===== config.mk =====
export PLATFORM = sky130hd
export DESIGN_NAME = apb_master_arbiter_flat
export DESIGN_NICKNAME = d
export VERILOG_FILES = /design/src/rtl/apb_master_arbiter_pkg.sv /design/src/rtl/apb_master_arbiter_if.sv /design/src/rtl/apb_master_arbiter_rr_arbiter.sv /design/src/rtl/apb_master_arbiter.sv /design/src/flat_wrapper.sv
export SDC_FILE = /design/constraint.sdc
export NUM_CORES = 1
export LEC_CHECK = 0
export BUFFER_PORTS_ARGS = -buffer_cell sky130_fd_sc_hd__buf_4
export CORE_MARGIN = 2
export CORE_UTILIZATION = 28
export CTS_CLUSTER_SIZE = 20
export DETAILED_ROUTE_END_ITERATION = 16
export GPL_TIMING_DRIVEN = 0
export PLACE_DENSITY_LB_ADDON = 0.15
export REMOVE_ABC_BUFFERS = 1
export SYNTH_ARGS = -nofsm -noshare
export SYNTH_HDL_FRONTEND = slang
export SYNTH_HIERARCHICAL = 1
export SYNTH_SLANG_ARGS = --single-unit

===== constraint.sdc =====
create_clock -name clk -period 2.3 [get_ports clk]
set_clock_uncertainty 0.2 [all_clocks]
set_input_delay 0.23 -clock clk [delete_from_list [all_inputs] [get_ports clk]]
set_output_delay 0.23 -clock clk [all_outputs]
set_load 0.01 [all_outputs]

===== src/rtl/apb_master_arbiter_pkg.sv =====
// Shared types for the APB master/arbiter: FSM state encoding, default bus widths
// and the record that holds a granted request for the duration of its transfer.
package apb_pkg;

  localparam int DEF_NUM_SLV = 4;
  localparam int DEF_ID_W    = $clog2(DEF_NUM_SLV);
  localparam int DEF_ADDR_W  = 8;
  localparam int DEF_DATA_W  = 8;

  typedef enum logic [1:0] {
    IDLE   = 2'd0,
    SETUP  = 2'd1,
    ACCESS = 2'd2
  } apb_state_t;

  // Sized by the package defaults; widening the bus means widening these too.
  typedef struct packed {
    logic                  write;
    logic [DEF_ID_W-1:0]   id;
    logic [DEF_ADDR_W-1:0] addr;
    logic [DEF_DATA_W-1:0] wdata;
  } apb_req_t;

endpackage


===== src/rtl/apb_master_arbiter_if.sv =====
// APB bus bundle between the master/arbiter (master modport) and the
// memory-backed slaves (slave modport).
interface apb_master_arbiter_if
  import apb_pkg::*;
#(
  parameter int NUM_SLV = DEF_NUM_SLV,
  parameter int ADDR_W  = DEF_ADDR_W,
  parameter int DATA_W  = DEF_DATA_W
);

  logic [NUM_SLV-1:0] psel;
  logic               penable;
  logic               pwrite;
  logic [ADDR_W-1:0]  paddr;
  logic [DATA_W-1:0]  pwdata;
  logic [DATA_W-1:0]  prdata;
  logic               pready;

  modport master (
    output psel,
    output penable,
    output pwrite,
    output paddr,
    output pwdata,
    input  prdata,
    input  pready
  );

  modport slave (
    input  psel,
    input  penable,
    input  pwrite,
    input  paddr,
    input  pwdata,
    output prdata,
    output pready
  );

endinterface


===== src/rtl/apb_master_arbiter_rr_arbiter.sv =====
// Round-robin arbiter: combinational winner from a rotating priority pointer.
// The pointer moves past the winner only when i_advance (the grant) is high.
module rr_arbiter #(
  parameter int NUM_REQ = 2,
  parameter int PTR_W   = $clog2(NUM_REQ)
) (
  input  logic               clk,
  input  logic               reset,
  input  logic [NUM_REQ-1:0] i_req,
  input  logic               i_advance,
  output logic               o_any,
  output logic [PTR_W-1:0]   o_win,
  output logic [NUM_REQ-1:0] o_grant
);

  localparam int unsigned N = NUM_REQ;

  logic [PTR_W-1:0] r_ptr;
  logic [PTR_W-1:0] w_cand [NUM_REQ];
  logic [PTR_W-1:0] w_win;

  function automatic logic [PTR_W-1:0] wrap_idx(input logic [PTR_W-1:0] base,
                                                input int unsigned      off);
    int unsigned s;
    s = 32'(base) + off;
    if (s >= N) s = s - N;
    return PTR_W'(s);
  endfunction

  // w_cand[k] is the requester holding priority rank k (0 = highest).
  for (genvar gi = 0; gi < NUM_REQ; gi++) begin : g_cand
    assign w_cand[gi] = wrap_idx(r_ptr, gi);
  end

  // Scan from lowest to highest rank so the highest-ranked request wins.
  always_comb begin
    w_win = '0;
    for (int k = NUM_REQ - 1; k >= 0; k--) begin
      if (i_req[w_cand[k]]) w_win = w_cand[k];
    end
  end

  assign o_any   = |i_req;
  assign o_win   = w_win;
  assign o_grant = o_any ? (NUM_REQ'(1) << w_win) : '0;

  always_ff @(posedge clk) begin
    if (reset) begin
      r_ptr <= '0;
    end else if (i_advance) begin
      r_ptr <= wrap_idx(w_win, 1);
    end
  end

endmodule


===== src/rtl/apb_master_arbiter.sv =====
// APB master shared by NUM_REQ requesters: round-robin grant, IDLE/SETUP/ACCESS
// sequencing, wait-state stretching and a timeout that aborts hung transfers.
module apb_master_arbiter
  import apb_pkg::*;
#(
  parameter int NUM_REQ = 2,
  parameter int NUM_SLV = DEF_NUM_SLV,
  parameter int ID_W    = $clog2(NUM_SLV),
  parameter int ADDR_W  = DEF_ADDR_W,
  parameter int DATA_W  = DEF_DATA_W,
  parameter int TIMEOUT = 15
) (
  input  logic                      clk,
  input  logic                      reset,
  input  logic [NUM_REQ-1:0]        req,
  input  logic [NUM_REQ-1:0]        req_write,
  input  logic [NUM_REQ*ID_W-1:0]   req_id,
  input  logic [NUM_REQ*ADDR_W-1:0] req_addr,
  input  logic [NUM_REQ*DATA_W-1:0] req_wdata,
  output logic [NUM_REQ-1:0]        gnt,
  output logic [NUM_REQ-1:0]        done,
  output logic [DATA_W-1:0]         rdata,
  output logic                      err,
  apb_master_arbiter_if.master      apb
);

  localparam int PTR_W = $clog2(NUM_REQ);
  localparam int CNT_W = $clog2(TIMEOUT + 1);
  localparam logic [CNT_W-1:0] TIMEOUT_C = CNT_W'(TIMEOUT);

  apb_state_t         r_state, w_state_next;
  apb_req_t           r_req, w_req_next;
  logic [PTR_W-1:0]   r_owner, w_owner_next;
  logic [CNT_W-1:0]   r_cnt, w_cnt_next;
  logic [NUM_REQ-1:0] r_gnt, w_gnt_next;
  logic [NUM_REQ-1:0] r_done, w_done_next;
  logic [DATA_W-1:0]  r_rdata, w_rdata_next;
  logic               r_err, w_err_next;
  logic [NUM_SLV-1:0] r_psel, w_psel_next;
  logic               r_penable, w_penable_next;

  logic               w_take;
  logic               w_finish;
  logic               w_arb_any;
  logic [PTR_W-1:0]   w_arb_win;
  logic [NUM_REQ-1:0] w_arb_grant;

  rr_arbiter #(
    .NUM_REQ (NUM_REQ),
    .PTR_W   (PTR_W)
  ) u_rr_arbiter (
    .clk       (clk),
    .reset     (reset),
    .i_req     (req),
    .i_advance (w_take),
    .o_any     (w_arb_any),
    .o_win     (w_arb_win),
    .o_grant   (w_arb_grant)
  );

  always_comb begin
    w_state_next   = r_state;
    w_req_next     = r_req;
    w_owner_next   = r_owner;
    w_cnt_next     = r_cnt;
    w_gnt_next     = '0;
    w_done_next    = '0;
    w_rdata_next   = r_rdata;
    w_err_next     = r_err;
    w_psel_next    = r_psel;
    w_penable_next = r_penable;
    w_take         = 1'b0;
    w_finish       = 1'b0;

    unique case (r_state)
      IDLE: begin
        w_take = w_arb_any;
      end
      SETUP: begin
        w_state_next   = ACCESS;
        w_penable_next = 1'b1;
        w_psel_next    = NUM_SLV'(1) << r_req.id;
      end
      ACCESS: begin
        // pready on the timeout edge still counts as a normal completion.
        if (apb.pready) begin
          w_finish   = 1'b1;
          w_err_next = 1'b0;
          if (!r_req.write) w_rdata_next = apb.prdata;
        end else if (r_cnt == TIMEOUT_C) begin
          w_finish     = 1'b1;
          w_err_next   = 1'b1;
          w_rdata_next = '0;
        end else begin
          w_cnt_next = r_cnt + CNT_W'(1);
        end

        if (w_finish) begin
          w_done_next[r_owner] = 1'b1;
          w_take               = w_arb_any;
          if (!w_arb_any) begin
            w_state_next   = IDLE;
            w_psel_next    = '0;
            w_penable_next = 1'b0;
          end
        end
      end
      default: begin
        w_state_next = IDLE;
      end
    endcase

    // A grant from IDLE or straight out of ACCESS lands in SETUP.
    if (w_take) begin
      w_state_next     = SETUP;
      w_gnt_next       = w_arb_grant;
      w_owner_next     = w_arb_win;
      w_req_next.write = req_write[w_arb_win];
      w_req_next.id    = req_id[w_arb_win*ID_W +: ID_W];
      w_req_next.addr  = req_addr[w_arb_win*ADDR_W +: ADDR_W];
      w_req_next.wdata = req_wdata[w_arb_win*DATA_W +: DATA_W];
      w_psel_next      = NUM_SLV'(1) << req_id[w_arb_win*ID_W +: ID_W];
      w_penable_next   = 1'b0;
      w_cnt_next       = '0;
    end
  end

  always_ff @(posedge clk) begin
    if (reset) begin
      r_state   <= IDLE;
      r_req     <= '0;
      r_owner   <= '0;
      r_cnt     <= '0;
      r_gnt     <= '0;
      r_done    <= '0;
      r_rdata   <= '0;
      r_err     <= 1'b0;
      r_psel    <= '0;
      r_penable <= 1'b0;
    end else begin
      r_state   <= w_state_next;
      r_req     <= w_req_next;
      r_owner   <= w_owner_next;
      r_cnt     <= w_cnt_next;
      r_gnt     <= w_gnt_next;
      r_done    <= w_done_next;
      r_rdata   <= w_rdata_next;
      r_err     <= w_err_next;
      r_psel    <= w_psel_next;
      r_penable <= w_penable_next;
    end
  end

  assign gnt         = r_gnt;
  assign done        = r_done;
  assign rdata       = r_rdata;
  assign err         = r_err;
  assign apb.psel    = r_psel;
  assign apb.penable = r_penable;
  assign apb.pwrite  = r_req.write;
  assign apb.paddr   = r_req.addr;
  assign apb.pwdata  = r_req.wdata;

endmodule

===== src/flat_wrapper.sv =====
// flat-port wrapper written by rule: the top's interface ports become plain ports
module apb_master_arbiter_flat import apb_pkg::*;
#(
  parameter int NUM_REQ = 2,
  parameter int NUM_SLV = DEF_NUM_SLV,
  parameter int ID_W    = $clog2(NUM_SLV),
  parameter int ADDR_W  = DEF_ADDR_W,
  parameter int DATA_W  = DEF_DATA_W,
  parameter int TIMEOUT = 15
)
  (clk, reset, req, req_write, req_id, req_addr, req_wdata, gnt, done, rdata, err, apb_psel, apb_penable, apb_pwrite, apb_paddr, apb_pwdata, apb_prdata, apb_pready);
  apb_master_arbiter_if #(.NUM_SLV(NUM_SLV), .ADDR_W(ADDR_W), .DATA_W(DATA_W)) apb_i ();
  input  logic clk;
  input  logic reset;
  input  logic [NUM_REQ-1:0] req;
  input  logic [NUM_REQ-1:0] req_write;
  input  logic [NUM_REQ*ID_W-1:0] req_id;
  input  logic [NUM_REQ*ADDR_W-1:0] req_addr;
  input  logic [NUM_REQ*DATA_W-1:0] req_wdata;
  output logic [NUM_REQ-1:0] gnt;
  output logic [NUM_REQ-1:0] done;
  output logic [DATA_W-1:0] rdata;
  output logic err;
  output wire logic [$bits(apb_i.psel)-1:0] apb_psel;
  output wire logic [$bits(apb_i.penable)-1:0] apb_penable;
  output wire logic [$bits(apb_i.pwrite)-1:0] apb_pwrite;
  output wire logic [$bits(apb_i.paddr)-1:0] apb_paddr;
  output wire logic [$bits(apb_i.pwdata)-1:0] apb_pwdata;
  input wire logic [$bits(apb_i.prdata)-1:0] apb_prdata;
  input wire logic [$bits(apb_i.pready)-1:0] apb_pready;
  assign apb_psel = apb_i.psel;
  assign apb_penable = apb_i.penable;
  assign apb_pwrite = apb_i.pwrite;
  assign apb_paddr = apb_i.paddr;
  assign apb_pwdata = apb_i.pwdata;
  assign apb_i.prdata = apb_prdata;
  assign apb_i.pready = apb_pready;
  apb_master_arbiter #(.NUM_REQ(NUM_REQ), .NUM_SLV(NUM_SLV), .ID_W(ID_W), .ADDR_W(ADDR_W), .DATA_W(DATA_W), .TIMEOUT(TIMEOUT)) u_core (.clk(clk), .reset(reset), .req(req), .req_write(req_write), .req_id(req_id), .req_addr(req_addr), .req_wdata(req_wdata), .gnt(gnt), .done(done), .rdata(rdata), .err(err), .apb(apb_i));
endmodule

# Word level (Yosys, flattened, before mapping)

Cells that the tools add are included.

Output and inout port bits: 35
Register bits after elaboration: 45

Bitwise operators: 7
Multiplexer cells: 34
$add $sub $neg: 6
Reduce and logical (&&, ||, !) cells: 16
$lt $le $gt $ge: 8
Equal/unequal tests: 9
Shifts and indexed selects: 6

Operators by type and width:

| kind                                                                     | count |
|---|---|
| 16-bit by 5-bit indexed part select with 8-bit output                    | 2 |
| 8-bit two-way mux                                                        | 3 |
| 1-bit two-way mux                                                        | 21 |
| 3-bit AND reduction                                                      | 6 |
| 4-bit two-way mux                                                        | 3 |
| 1-bit by 2-bit < comparator with 1-bit output (second input constant)    | 4 |
| 4-bit one-hot mux with 2 select lines                                    | 1 |
| 1-bit by 2-bit << shifter with 4-bit output (first input constant)       | 2 |
| 1-bit inverter                                                           | 7 |
| 2-bit inequality test (second input constant)                            | 3 |
| 2-bit one-hot mux with 3 select lines                                    | 1 |
| 3-bit OR reduction                                                       | 2 |
| 1-bit by 1-bit adder with 2-bit output (second input constant)           | 2 |
| 4-bit by 1-bit adder with 4-bit output (second input constant)           | 1 |
| 4-bit equality test (second input constant)                              | 1 |
| 2-bit greater-or-equal comparator (second input constant)                | 2 |
| 2-bit two-way mux                                                        | 2 |
| 1-bit one-hot mux with 2 select lines                                    | 2 |
| 2-bit nonzero test                                                       | 2 |
| 2-bit OR reduction                                                       | 2 |
| 4-bit by 3-bit indexed part select with 2-bit output                     | 1 |
| 3-bit by 2-bit inequality test with 1-bit output (second input constant) | 1 |
| 3-bit inequality test (second input constant)                            | 1 |
| 3-bit nonzero test                                                       | 1 |
| other kinds (11)                                                         | 13 |

# Depth between registers and ports, before layout

Gate-level depths: netlist (run 1).

Word-level depth: 10
Gate-level depth with buffers: 7
Gate-level depth less buffers: 6

# Cells and area by module

The synthesis (run 1) kept the hierarchy.

Modules (own cells, without submodules):

| module             | area an instance (um2) | cells an instance | instances |
|---|---|---|---|
| apb_master_arbiter | 1991.9                 | 211               | 1 |
| rr_arbiter         | 81.3                   | 8                 | 1 |

# Worst setup path before layout (run 1)

OpenSTA, ideal clock, no wires.

Path kind: reg-to-reg
Start: register u_core.r_cnt[0]
End: register u_core.u_rr_arbiter.r_ptr
Data required time: 2.012 ns
Stages on the path, launching flop included: 8
Slack: 0.504 ns
Buffers on the path: 1
Data arrival time: 1.508 ns
Library setup time: 0.088 ns
Cell sequence: dfxtp_1 > ha_1 > a31oi_4 > a21o_4 > inv_4 > buf_2 > nor2_1 > a311oi_2

Cells in the longest elaborated chain, start to end: 6

RTL lines:

| element                               | RTL line                            | text |
|---|---|---|
| start: declaration                    | apb_master_arbiter.sv:34            | `logic [CNT_W-1:0] r_cnt, w_cnt_next;` |
| start signal: assignment              | apb_master_arbiter.sv:144           | `r_cnt <= w_cnt_next;` |
| 4-bit equality test                   | apb_master_arbiter.sv:90            | `end else if (r_cnt == TIMEOUT_C) begin` |
| 1-bit two-way mux                     | apb_master_arbiter.sv:90            |  |
| 1-bit two-way mux                     | apb_master_arbiter.sv:86            | `if (apb.pready) begin` |
| 1-bit two-way mux                     | apb_master_arbiter.sv:75            | `unique case (r_state)` |
| 1-bit two-way mux                     | apb_master_arbiter.sv:98            | `if (w_finish) begin` |
| 1-bit one-hot mux with 2 select lines | apb_master_arbiter.sv:75            |  |
| via u_core.w_take                     | apb_master_arbiter.sv:42            | `logic w_take;` |
| end signal: assignment                | apb_master_arbiter_rr_arbiter.sv:51 | `r_ptr <= wrap_idx(w_win, 1);` |
| end: declaration                      | apb_master_arbiter_rr_arbiter.sv:18 | `logic [PTR_W-1:0] r_ptr;` |

The timed path passes the listed nets, and every way through them passes these cells. The select of a mux whose other input is x is not followed.
A chain may end at the register's enable or synchronous reset.

# Worst setup path in the final report (run 1)

Start: input port req[1]
End: register u_core.r_psel[0], in the netlist u_core/apb.psel[0]

Cells in the longest elaborated chain, start to end: 7
Elaborated cells between the ends (all ways): 16
Those cells by class: eq/ne (2); shift (2); mux (9); reduce/logical (3)

RTL lines:

| element                                                  | RTL line                            | text |
|---|---|---|
| start: declaration                                       | flat_wrapper.sv:15                  | `input logic [NUM_REQ-1:0] req;` |
| 1-bit two-way mux (not written as such) (2 in a row)     | apb_master_arbiter_rr_arbiter.sv:39 | `if (i_req[w_cand[k]]) w_win = w_cand[k];` |
| 1-bit two-way mux                                        | apb_master_arbiter_rr_arbiter.sv:39 |  |
| 1-bit two-way mux (*)                                    | apb_master_arbiter_rr_arbiter.sv:39 |  |
| via u_core.w_arb_win                                     | apb_master_arbiter.sv:45            | `logic [PTR_W-1:0] w_arb_win;` |
| 4-bit by 3-bit indexed part select with 2-bit output (*) | apb_master_arbiter.sv:122           | `w_psel_next = NUM_SLV'(1) << req_id[w_arb_win*ID_W +: ID_W];` |
| 1-bit by 2-bit << shifter with 4-bit output (*)          | apb_master_arbiter.sv:122           |  |
| 4-bit two-way mux (*)                                    | apb_master_arbiter.sv:114           | `if (w_take) begin` |
| end signal: assignment                                   | apb_master_arbiter.sv:149           | `r_psel <= w_psel_next;` |
| end: declaration                                         | apb_master_arbiter.sv:39            | `logic [NUM_SLV-1:0] r_psel, w_psel_next;` |

Mark *: on every way through the listed nets, which the timed path passes. The rest lies on a longest branch. The select of a mux whose other input is x is not followed.

==> summary.txt, run 1 <==
Outcome
  – Status: finished clean

Detailed routing
  – Post-DR wirelength/cell: 12.0 um
  – Routed wire length: 4700 um
  – Drt first-iter violations: between 50 and 60
  – Post-route DRC: 0
  – Detail Route Antenna Nets: 0
  – Via-per-instance ratio: 4.46
  – Vias post-DR: 1,751
  – DRT Pass-1 Iters: 4

Floorplan
  – Core area: 7210 um2
  – Die H: 90.1 um
  – IO Pins: 86
  – Initial Util: 0.287
  – Die X: 90.1 um
  – Die Area: 8110 um2
  – Row count: 31

STA
  – Max Freq: around 470 MHz
  – Fin crit share: 0.924
  – RSZ-0062 raised after global routing: false
  – Setup_tns: 0 ns
  – Final slew viol count: 0
  – Hold Fails Final Rpt: 0
  – Setup-failing EPs final: 0
  – Worst-margin pin slew: 0.509 ns
  – Crit path time final: 2.13 ns
  – Relative slew slack: 0.659

Critical path
  – Register-to-register setup slack: roughly 0.24 ns
  – R2R Path End: u_core/apb.psel[1]
  – Worst setup EP type: flip-flop
  – Cell depth of the worst setup path: 7
  – CP delay by family, top: buffers and inverters
  – CP Capture Point: u_core/apb.psel[0]
  – Slowest stage cell on the critical path: dlygate4sd3_1
  – Critical path required time: 2.31 ns
  – Crit path from: req[1]
  – Crit path arrival time: 2.14 ns
  – Most common cell on crit path: a211oi_1
  – CP peak stage delay: 0.53 ns
  – Worst r2r src: u_core/r_cnt[0]
  – Worst Path Buf+Inv: 2
  – CP startpoint kind: input pin
  – FF-to-FF path depth: 6
  – Worst Path Max Fanout: 10
  – CP cell instances: dlygate4sd3_1 > buf_4 > and2_4 > mux2_2 > a211oi_1 > nand2_1 > a211oi_1
  – WS Path Type: in -> reg

Power and ir drop
  – Leak: 1.22 nW
  – Pwr Total: about 0.0018 W
  – Max rail drop VDD: approximately 220 uV
  – Pwr/cell area: 625 nW/um2

Cells and area
  – Diode count: 0
  – Area of the multi-input gates: 978 um2
  – Fillers: 783
  – Fin nets: approximately 350
  – Register Area: 901 um2
  – Area grow syn2layout: 36.6%
  – Layout cells sized above 1: 0.364

Yosys
  – Post-synth top area share: 0.435
  – Synth async-reset ratio: 0
  – Synth warnings: 6
  – Leading area contributor after synthesis: dfxtp_1
  – Distinct cell type count after synthesis: 38
  – Synth top cells by count: dfxtp_1 (45), nor2_1 (37), a211oi_1 (23)
  – Area contributors post-synth: dfxtp_1 (43%), mux2i_1 (9.7%), a211oi_1 (8.3%), nor2_1 (6.7%), buf_4 (6.2%)
  – Ys flop type: dfxtp_1
  – Sequential area share after synthesis: 0.435
  – Most common cell in the synthesized netlist: dfxtp_1
  – Mean Syn Cell Area: 9.47 um2
  – Post-synth design cell area: 2070 um2
  – Cells after Synth: 219
  – Synthesized flop and latch total: 45
  – EDFF count, synth: 0

Placement
  – HPWL after DPL: 3180 um
  – IO buf count: 85
  – Final RePlAce weighted congestion: 0.739

CTS
  – Maximum root-to-sink buffer count: 2
  – Root Driver: clkbuf_8
  – Clk_lat worst skew: between 0.2 and 0.3 ns
  – Sink Count: 45
  – CTS H-Tree Depth: 2
  – CTS tree: yes
  – Clock Pin Slew Worst Setup and Hold Paths: 0.09 ns
  – Clock buffer count from CTS: 5

GRT
  – Grt ovf: 0
  – Largest net degree at the start of global routing: 46
  – Tot GR Track Use: 0.113
  – First-pass GRT wire length: 7650 um
  – Vias in the first global route: 1,688
  – Initial antenna violation count: 0

Worst hold path
  – Hold Path Class: in -> reg

Run
  – Max-cap violations: 0
final cells by class:
class | count | area share
inverters | 3 | 0.00486
flip-flops and latches | 45 | 0.318
multi-input cells | 144 | 0.346
repair buffers | 94 | 0.257
well taps | 99 | 0.0437
clock buffers | 5 | 0.0243
clock inverters | 3 | 0.00619
logic make-up after synthesis:
group           after synthesis  share of synthesized area
compound gates               48                      0.183
flops                        45                      0.435
mux                          21                      0.102
buf+inv                      31                     0.0978
simple gates                 70                      0.164
xor+xnor                      3                     0.0127
fa+ha+maj                     1                    0.00603
routing by layer:
layer,vias to the layer above,global-route usage,wire [um]
met3,5,0.0360,342
li1,912,-,-
met5,-,0,0
met2,70,0.173,2100
met1,764,0.152,2200
met4,0,0.0359,58
report_power, final:
group	total (W)	internal, W	switching (W)
logic	0.000406	0.000215	0.000191
registers	0.000879	0.000840	0.0000396
clock network	0.000483	0.000210	0.000273
state kept, by name (all words and copies together), names as in the netlist, 2 cells and up:
signal	count
u_core/gnt	2
u_core/r_state	2
u_core/apb.pwdata	8
u_core/done	2
u_core/rdata	8
u_core/r_req	2
u_core/apb.paddr	8
u_core/r_cnt	4
u_core/apb.psel	4
cell usage in the layout, fill, tap and decap left out, drive strengths merged, types with 2 or more instances in the layout:
master and n:
nand2b 4, nor3 11, a21oi 4, and2 5
nand2 4, nor2 37, a22oi 8, a211oi 24
nor2b 2, xor2 3, nor3b 2, mux2i 20
dlygate4sd3 9, clkinv 2, nand3 4, inv 3
clkbuf 5, dfxtp 45, o21ai 4, buf 85
worst min path at each step:
stage / to / slack [ns] / cells past startpoint / start
final: u_core/rdata[2] / 0.01 / 3 / apb_prdata[2]
after global routing: u_core/rdata[2] / 0.03 / 3 / apb_prdata[2]
after CTS: u_core/rdata[2] / 0.02 / 3 / apb_prdata[2]
after detailed placement: u_core/done[0] / 0.23 / 1 / u_core/r_owner
after global placement: u_core/done[0] / 0.23 / 1 / u_core/r_owner
after floorplan: u_core/apb.paddr[2] / 0.09 / 1 / reset
through the flow:
| step | cell area [um2] | hold slack, ns | worst slack (ns) | std cells | utilization |
|---|---|---|---|---|---|
| 2_1_floorplan | 1880 | 0.0946 | 0.241 | 191 | - |
| 3_3_place_gp | 2650 | 0.232 | -0.0542 | 375 | 0.367 |
| 3_5_place_dp | 2650 | 0.233 | -0.0514 | 375 | 0.367 |
| 4_1_cts | 2820 | 0.0175 | 0.0560 | 392 | 0.391 |
| 5_1_grt | 2830 | 0.0324 | 0.0445 | 393 | 0.392 |
| 6_report | 2830 | 0.0112 | 0.174 | 393 | 0.392 |
what timing repair did:
action,CTS,global route
setup buffers,0,0
hold buffers,9,0
endpoints found under the hold margin,9,0
gates resized for setup,1,0
setup endpoints to repair,1,1
gates cloned,0,1
worst min-delay path, stage by stage:
cell and delay (ns):
buf_4 0.08, a22oi_1 0.06, nor2_1 0.10
Note: power is estimated with default switching activity, not from simulation.
==> inputs of run 2 (changes only) <==
Clock period 2.3 ns to 1.9 ns, I/O delays scaled along.
==> summary.txt, run 2 (synthesis results as in run 1) <==
CTS
  – Clock Pin Slew Worst Setup and Hold Paths: 0.09 ns (about the same)
  – Maximum root-to-sink buffer count: 2 (unchanged)
  – Root Driver: clkbuf_8
  – Clk_lat worst skew: 0.29 ns (about the same)
  – CTS tree: yes
  – Sink Count: 45 (unchanged)
  – Clock buffer count from CTS: 5 (unchanged)
  – CTS H-Tree Depth: 2 (unchanged)

Critical path
  – CP Capture Point: u_core/apb.psel[0]
  – R2R Path End: u_core/apb.psel[2]
  – Cell depth of the worst setup path: 7 (unchanged)
  – Crit path from: req[1]
  – Worst r2r src: u_core/r_cnt[1]
  – Most common cell on crit path: a211oi_2
  – Critical path required time: 1.92 ns (-0.39 ns)
  – Worst setup EP type: flip-flop
  – Slowest stage cell on the critical path: dlygate4sd3_1
  – Register-to-register setup slack: 0.08 ns (-0.16 ns)
  – FF-to-FF path depth: 5 (-1)
  – Worst Path Buf+Inv: 2 (unchanged)
  – CP cell instances: dlygate4sd3_1 > buf_4 > and2_4 > mux2_4 > a211oi_2 > nand2_1 > a211oi_2
  – CP delay by family, top: buffers and inverters
  – WS Path Type: in -> reg
  – CP startpoint kind: input pin
  – Crit path arrival time: 1.87 ns (-0.27 ns)
  – Worst Path Max Fanout: 6 (-4)
  – CP peak stage delay: 0.54 ns (about the same)

Placement
  – Final RePlAce weighted congestion: 0.739 (unchanged)
  – IO buf count: 85 (unchanged)
  – Worst slack, placed: -0.451 ns (-0.400 ns)
  – HPWL after DPL: 3180 um (unchanged)

Detailed routing
  – Post-DR wirelength/cell: 12.1 um (+0.81%)
  – Post-route DRC: 0 (unchanged)
  – Routed wire length: 4760 um (+1.3%)
  – Drt first-iter violations: 73 (+24%)
  – Via-per-instance ratio: 4.51 (+1.1%)
  – Vias post-DR: 1,780 (+1.7%)
  – DRT Pass-1 Iters: 4 (unchanged)
  – Detail Route Antenna Nets: 0 (unchanged)

Worst hold path
  – Hold Path Class: in -> reg

STA
  – Max Freq: between 500 and 600 MHz
  – Hold Fails Final Rpt: 0 (unchanged)
  – Worst-margin pin slew: 0.510 ns (+0.000747 ns)
  – Relative slew slack: 0.659 (about the same)
  – Final slew viol count: 0 (unchanged)
  – Fin crit share: 0.970
  – Crit path time final: ~1.8 ns
  – Setup-failing EPs final: 0 (unchanged)
  – Setup_tns: 0 ns (unchanged)
  – RSZ-0062 raised after global routing: true
  – Post-route setup slack: 0.0577 ns (-0.117 ns)

GRT
  – Vias in the first global route: 1,723 (+2.1%)
  – Grt ovf: 0 (unchanged)
  – First-pass GRT wire length: 7950 um (+3.9%)
  – Largest net degree at the start of global routing: 46 (unchanged)
  – Tot GR Track Use: 0.119 (+0.00530)
  – Initial antenna violation count: 0 (unchanged)

Power and ir drop
  – Leak: 1.24 nW (+1.8%)
  – Pwr Total: 0.00217 W (+23%)
  – Pwr/cell area: 748 nW/um2 (+20%)
  – Max rail drop VDD: 262 uV (+21%)

Floorplan
  – Die H: 90.1 um (unchanged)
  – Row count: 31 (unchanged)
  – IO Pins: 86 (unchanged)
  – Initial Util: 0.287 (unchanged)
  – Core area: 7210 um2 (unchanged)
  – Die X: 90.1 um (unchanged)
  – Die Area: 8110 um2 (unchanged)

Outcome
  – Status: finished clean

Run
  – Max-cap violations: 0 (unchanged)

Cells and area
  – Layout cells sized above 1: 0.395 (+0.0313)
  – Most frequent cells in the layout: buf_4 (86), dfxtp_1 (44), nor2_1 (36)
  – Area grow syn2layout: 40.0%
  – Diode count: 0 (unchanged)
  – Fin nets: 347 (+0.58%)
  – Final core occ: 0.402 (+0.00971)
  – Commonest non-fill, non-tap cell in the layout: buf_4
run 2: routing by layer:
metal  vias to the layer above  track usage  share of wire
met5                         -            0              0
met4                         0       0.0346          0.012
met3                         5       0.0352          0.070
met2                        70        0.186           0.44
met1                       787        0.158           0.48
li1                        918            -              -
run 2: timing repair:
item | 4_1_cts | 5_1_grt
endpoints found under the hold margin | 10 | 0
hold buffers | 10 | 0
resized for setup | 5 | 10
pin swaps | 1 | 1
endpoints found under the setup margin | 25 | 30
buffers inserted | 1 | 0
cloned | 1 | 0
run 2: worst min-delay path: stages:
cell	delay, ns
buf_4	0.10
mux2i_1	0.11
a211oi_1	0.08
run 2: area by class of cell:
type                            instances  area [um2]
Fill cell                             779        4310
Multi-Input combinational cell        144        1020
Sequential cell                        45         902
Timing Repair Buffer                   96         746
Tap cell                               99         124
Clock buffer                            5        68.8
Inverter                                3        27.5
Clock inverter                          3        17.5
run 2: report_power, final:
| group | internal [W] | switching (W) | total (W) | leakage, nW |
|---|---|---|---|---|
| combinational | 0.000275 | 0.000244 | 0.000519 | 0.830 |
| clock | 0.000254 | 0.000331 | 0.000586 | 0.0439 |
| sequential | 0.00102 | 0.0000492 | 0.00107 | 0.370 |
| total | 0.00155 | 0.000624 | 0.00217 | 1.24 |
run 2: how the worst min path moves through the flow:
| stage | cells after the start | startpoint | slack, ns | endpoint |
|---|---|---|---|---|
| 3_5_place_dp | 2 | apb_pready | 0.23 | u_core/err |
| 6_report | 3 | req_addr[6] | 0.04 | u_core/apb.paddr[6] |
| 3_3_place_gp | 2 | apb_pready | 0.23 | u_core/err |
| 2_1_floorplan | 1 | reset | 0.05 | u_core/apb.paddr[2] |
| 4_1_cts | 3 | req_addr[6] | 0.03 | u_core/apb.paddr[6] |
| 5_1_grt | 3 | req_addr[6] | 0.03 | u_core/apb.paddr[6] |
run 2: per-stage QoR:
| step | hold WS, ns | area [um2] | std cells |
|---|---|---|---|
| global placement | 0.230 | 2650 | 375 |
| global route | 0.0292 | 2900 | 395 |
| CTS | 0.0269 | 2860 | 395 |
| detailed placement | 0.233 | 2650 | 375 |
| finish | 0.0372 | 2900 | 395 |
| floorplan | 0.0546 | 1880 | 191 |
==> inputs of run 3 (changes only) <==
Settings changed: SYNTH_HIERARCHICAL 1 to unset.
==> summary.txt, run 3 <==
Outcome
  – Status: finished clean

STA
  – Post-route setup slack: 0.0649 ns (+0.00726 ns)
  – WHS: 0.00467 ns (-0.0325 ns)
  – Fin crit share: 0.966 (-0.00382)
  – Setup-failing EPs final: 0 (unchanged)
  – Max Freq: 545 MHz (+0.40%)
  – Crit path time final: 1.84 ns (-0.00726 ns)
  – Final slew viol count: 0 (unchanged)
  – Relative slew slack: 0.549 (-0.109)
  – Hold Fails Final Rpt: 0 (unchanged)
  – Worst-margin pin slew: 0.676 ns (+0.166 ns)
  – RSZ-0062 raised after global routing: true

Power and ir drop
  – Pwr/cell area: 679 nW/um2 (-9.2%)
  – Max rail drop VDD: 331 uV (+26%)
  – Leak: 1.41 nW (+13%)

Yosys
  – Post-synth top area share: 0.424 (-0.0102)
  – Post-synth design cell area: 2120 um2 (+2.4%)
  – Leading area contributor after synthesis: dfxtp_1
  – Synth warnings: 0 (-6)
  – Mean Syn Cell Area: 8.63 um2 (-8.8%)
  – Synth top cells by count: dfxtp_1 (45), nand2_1 (44), nor2_1 (28)
  – Most common cell in the synthesized netlist: dfxtp_1
  – Cells after Synth: 246 (+12%)
  – Sequential area share after synthesis: 0.424 (-0.0102)
  – Synth async-reset ratio: 0 (unchanged)
  – Area contributors post-synth: dfxtp_1 (42%), a311oi_1 (9.5%), nand2_1 (7.8%), buf_4 (6.0%), nor2_1 (4.9%)
  – Ys flop type: dfxtp_1
  – Synthesized flop and latch total: 45 (unchanged)
  – EDFF count, synth: 0 (unchanged)
  – Distinct cell type count after synthesis: 41 (+7.9%)

Worst hold path
  – Hold Path Class: in -> reg

Detailed routing
  – Detail Route Antenna Nets: 0 (unchanged)
  – Vias post-DR: 2,142 (+20%)
  – Drt first-iter violations: 92 (+26%)
  – Routed wire length: 6200 um (+30%)
  – Post-route DRC: 0 (unchanged)
  – Via-per-instance ratio: 4.68 (+3.8%)
  – Post-DR wirelength/cell: 13.5 um (+12%)
  – DRT Pass-1 Iters: 4 (unchanged)

Critical path
  – Critical path required time: 1.89 ns (-0.03 ns)
  – Crit path arrival time: 1.82 ns (-0.05 ns)
  – CP delay by family, top: buffers and inverters
  – CP cell instances: dlygate4sd3_1 > buf_6 > and2b_4 > a21oi_4 > buf_4 > clkbuf_16 > a2111oi_1
  – CP startpoint kind: input pin
  – Worst setup EP type: flip-flop
  – Slowest stage cell on the critical path: dlygate4sd3_1
  – WS Path Type: in -> reg
  – CP peak stage delay: 0.55 ns (about the same)
  – Worst Path Max Fanout: 17 (+11)
  – Worst Path Buf+Inv: 4 (+2)

CTS
  – Clock Pin Slew Worst Setup and Hold Paths: 0.08 ns (about the same)
  – CTS H-Tree Depth: 2 (unchanged)
  – Root Driver: clkbuf_8
  – Maximum root-to-sink buffer count: 2 (unchanged)
  – Clk_lat worst skew: 0.29 ns (about the same)
  – Sink Count: 45 (unchanged)
  – CTS tree: yes
  – Clock buffer count from CTS: 5 (unchanged)

Placement
  – Final RePlAce weighted congestion: 0.717 (-3.1%)
  – Worst slack, placed: -0.263 ns (+0.189 ns)
  – IO buf count: 85 (unchanged)
  – HPWL after DPL: 3600 um (+13%)
  – Post-DP Area: 2700 um2 (+2.2%)

Cells and area
  – Commonest non-fill, non-tap cell in the layout: buf_4
  – Fin nets: 410 (+18%)
  – Post-route cell area: 3340 um2 (+15%)
  – Most frequent cells in the layout: buf_4 (86), dlygate4sd3_1 (46), nand2_1 (43)
  – Area grow syn2layout: 57.4%
  – Layout cells sized above 1: 0.315 (-0.0805)
  – Diode count: 0 (unchanged)

GRT
  – Vias in the first global route: 2,118 (+23%)
  – Tot GR Track Use: 0.142 (+0.0234)
  – Largest net degree at the start of global routing: 40 (-13%)
  – Initial antenna violation count: 0 (unchanged)
  – Grt ovf: 0 (unchanged)
  – First-pass GRT wire length: 9750 um (+23%)

Floorplan
  – Die Area: 8300 um2 (+2.3%)
  – Die X: 91.1 um (+1.1%)
  – Core area: 7290 um2 (+1.1%)
  – Die H: 91.1 um (+1.1%)
  – IO Pins: 86 (unchanged)
  – Row count: 31 (unchanged)
  – Initial Util: 0.291 (+0.00381)

Run
  – Max-cap violations: 0 (unchanged)
[run 3: cell count changes in the layout (fill, tap and decap cells not counted), moves of 17 or more]
cell | before | now
nand2_1 | 4 | 43
dlygate4sd3_1 | 10 | 46
a311oi_1 | 0 | 23
a211oi_1 | 20 | 2
mux2i_1 | 19 | 2
[run 3: worst register-to-register path, stage by stage, from the launching register on]
cell     delay [ns]
dfxtp_2        0.34
ha_2           0.20
and3_1         0.27
nor3_1         0.36
mux2i_1        0.24
nor3_1         0.06
[run 3: repair_timing]
action	4_1_cts	5_1_grt
setup endpoints to repair	25	35
endpoints found under the hold margin	28	0
setup buffers	1	2
hold buffers	46	0
pin swaps	1	4
cloned	0	2
gates resized for setup	1	10
[run 3: metrics by stage]
| stage | std cells | TNS, ns | total power [W] | util |
|---|---|---|---|---|
| after floorplan | 214 | -13.44 | 0.00131 | - |
| after global placement | 398 | -31.10 | 0.00157 | 0.367 |
| after detailed placement | 399 | -3.69 | 0.00158 | 0.371 |
| after CTS | 454 | 0 | 0.00226 | 0.447 |
| after global routing | 458 | -0.196 | 0.00240 | 0.458 |
| final | 458 | 0 | 0.00227 | 0.458 |
[run 3: power by group]
group / total, W / switching [W] / internal [W]
combinational: 0.000605 / 0.000279 / 0.000326
clock: 0.000594 / 0.000333 / 0.000261
sequential: 0.00107 / 0.0000526 / 0.00102
[run 3: kinds of logic after synthesis]
| group | synth area share |
|---|---|
| xor+xnor | 0.0124 |
| mux | 0.00943 |
| buf+inv | 0.107 |
| fa+ha+maj | 0.00589 |
| flops | 0.424 |
| compound gates | 0.216 |
| simple gates | 0.225 |
[run 3: layout make-up]
type | instances | area (um2)
timing repair buffer | 136 | 1170
multi-input combinational | 165 | 1040
inverter | 5 | 18.8
fill | 745 | 3950
clock inverter | 1 | 7.51
tap | 99 | 124
sequential | 45 | 905
clock buffer | 7 | 76.3
[run 3: worst paths after layout]
path                                       from                  to  depth (start not counted)  slack (ns)
worst max-delay path                 apb_pready  u_core.apb.penable                          7        0.06
worst min-delay path                  req_id[0]    u_core.r_req[16]                          3       0.005
worst max register to register  u_core.r_cnt[0]     u_core.r_cnt[1]                          5        0.10
worst min register to register   u_core.r_owner      u_core.done[0]                          1        0.24
[run 3: routing by layer]
layer,vias up,track usage,share of wire
met1,983,0.161,0.45
met2,62,0.259,0.48
met3,5,0.0490,0.064
met5,-,0,0
li1,1092,-,-
met4,0,0.0265,0.0069
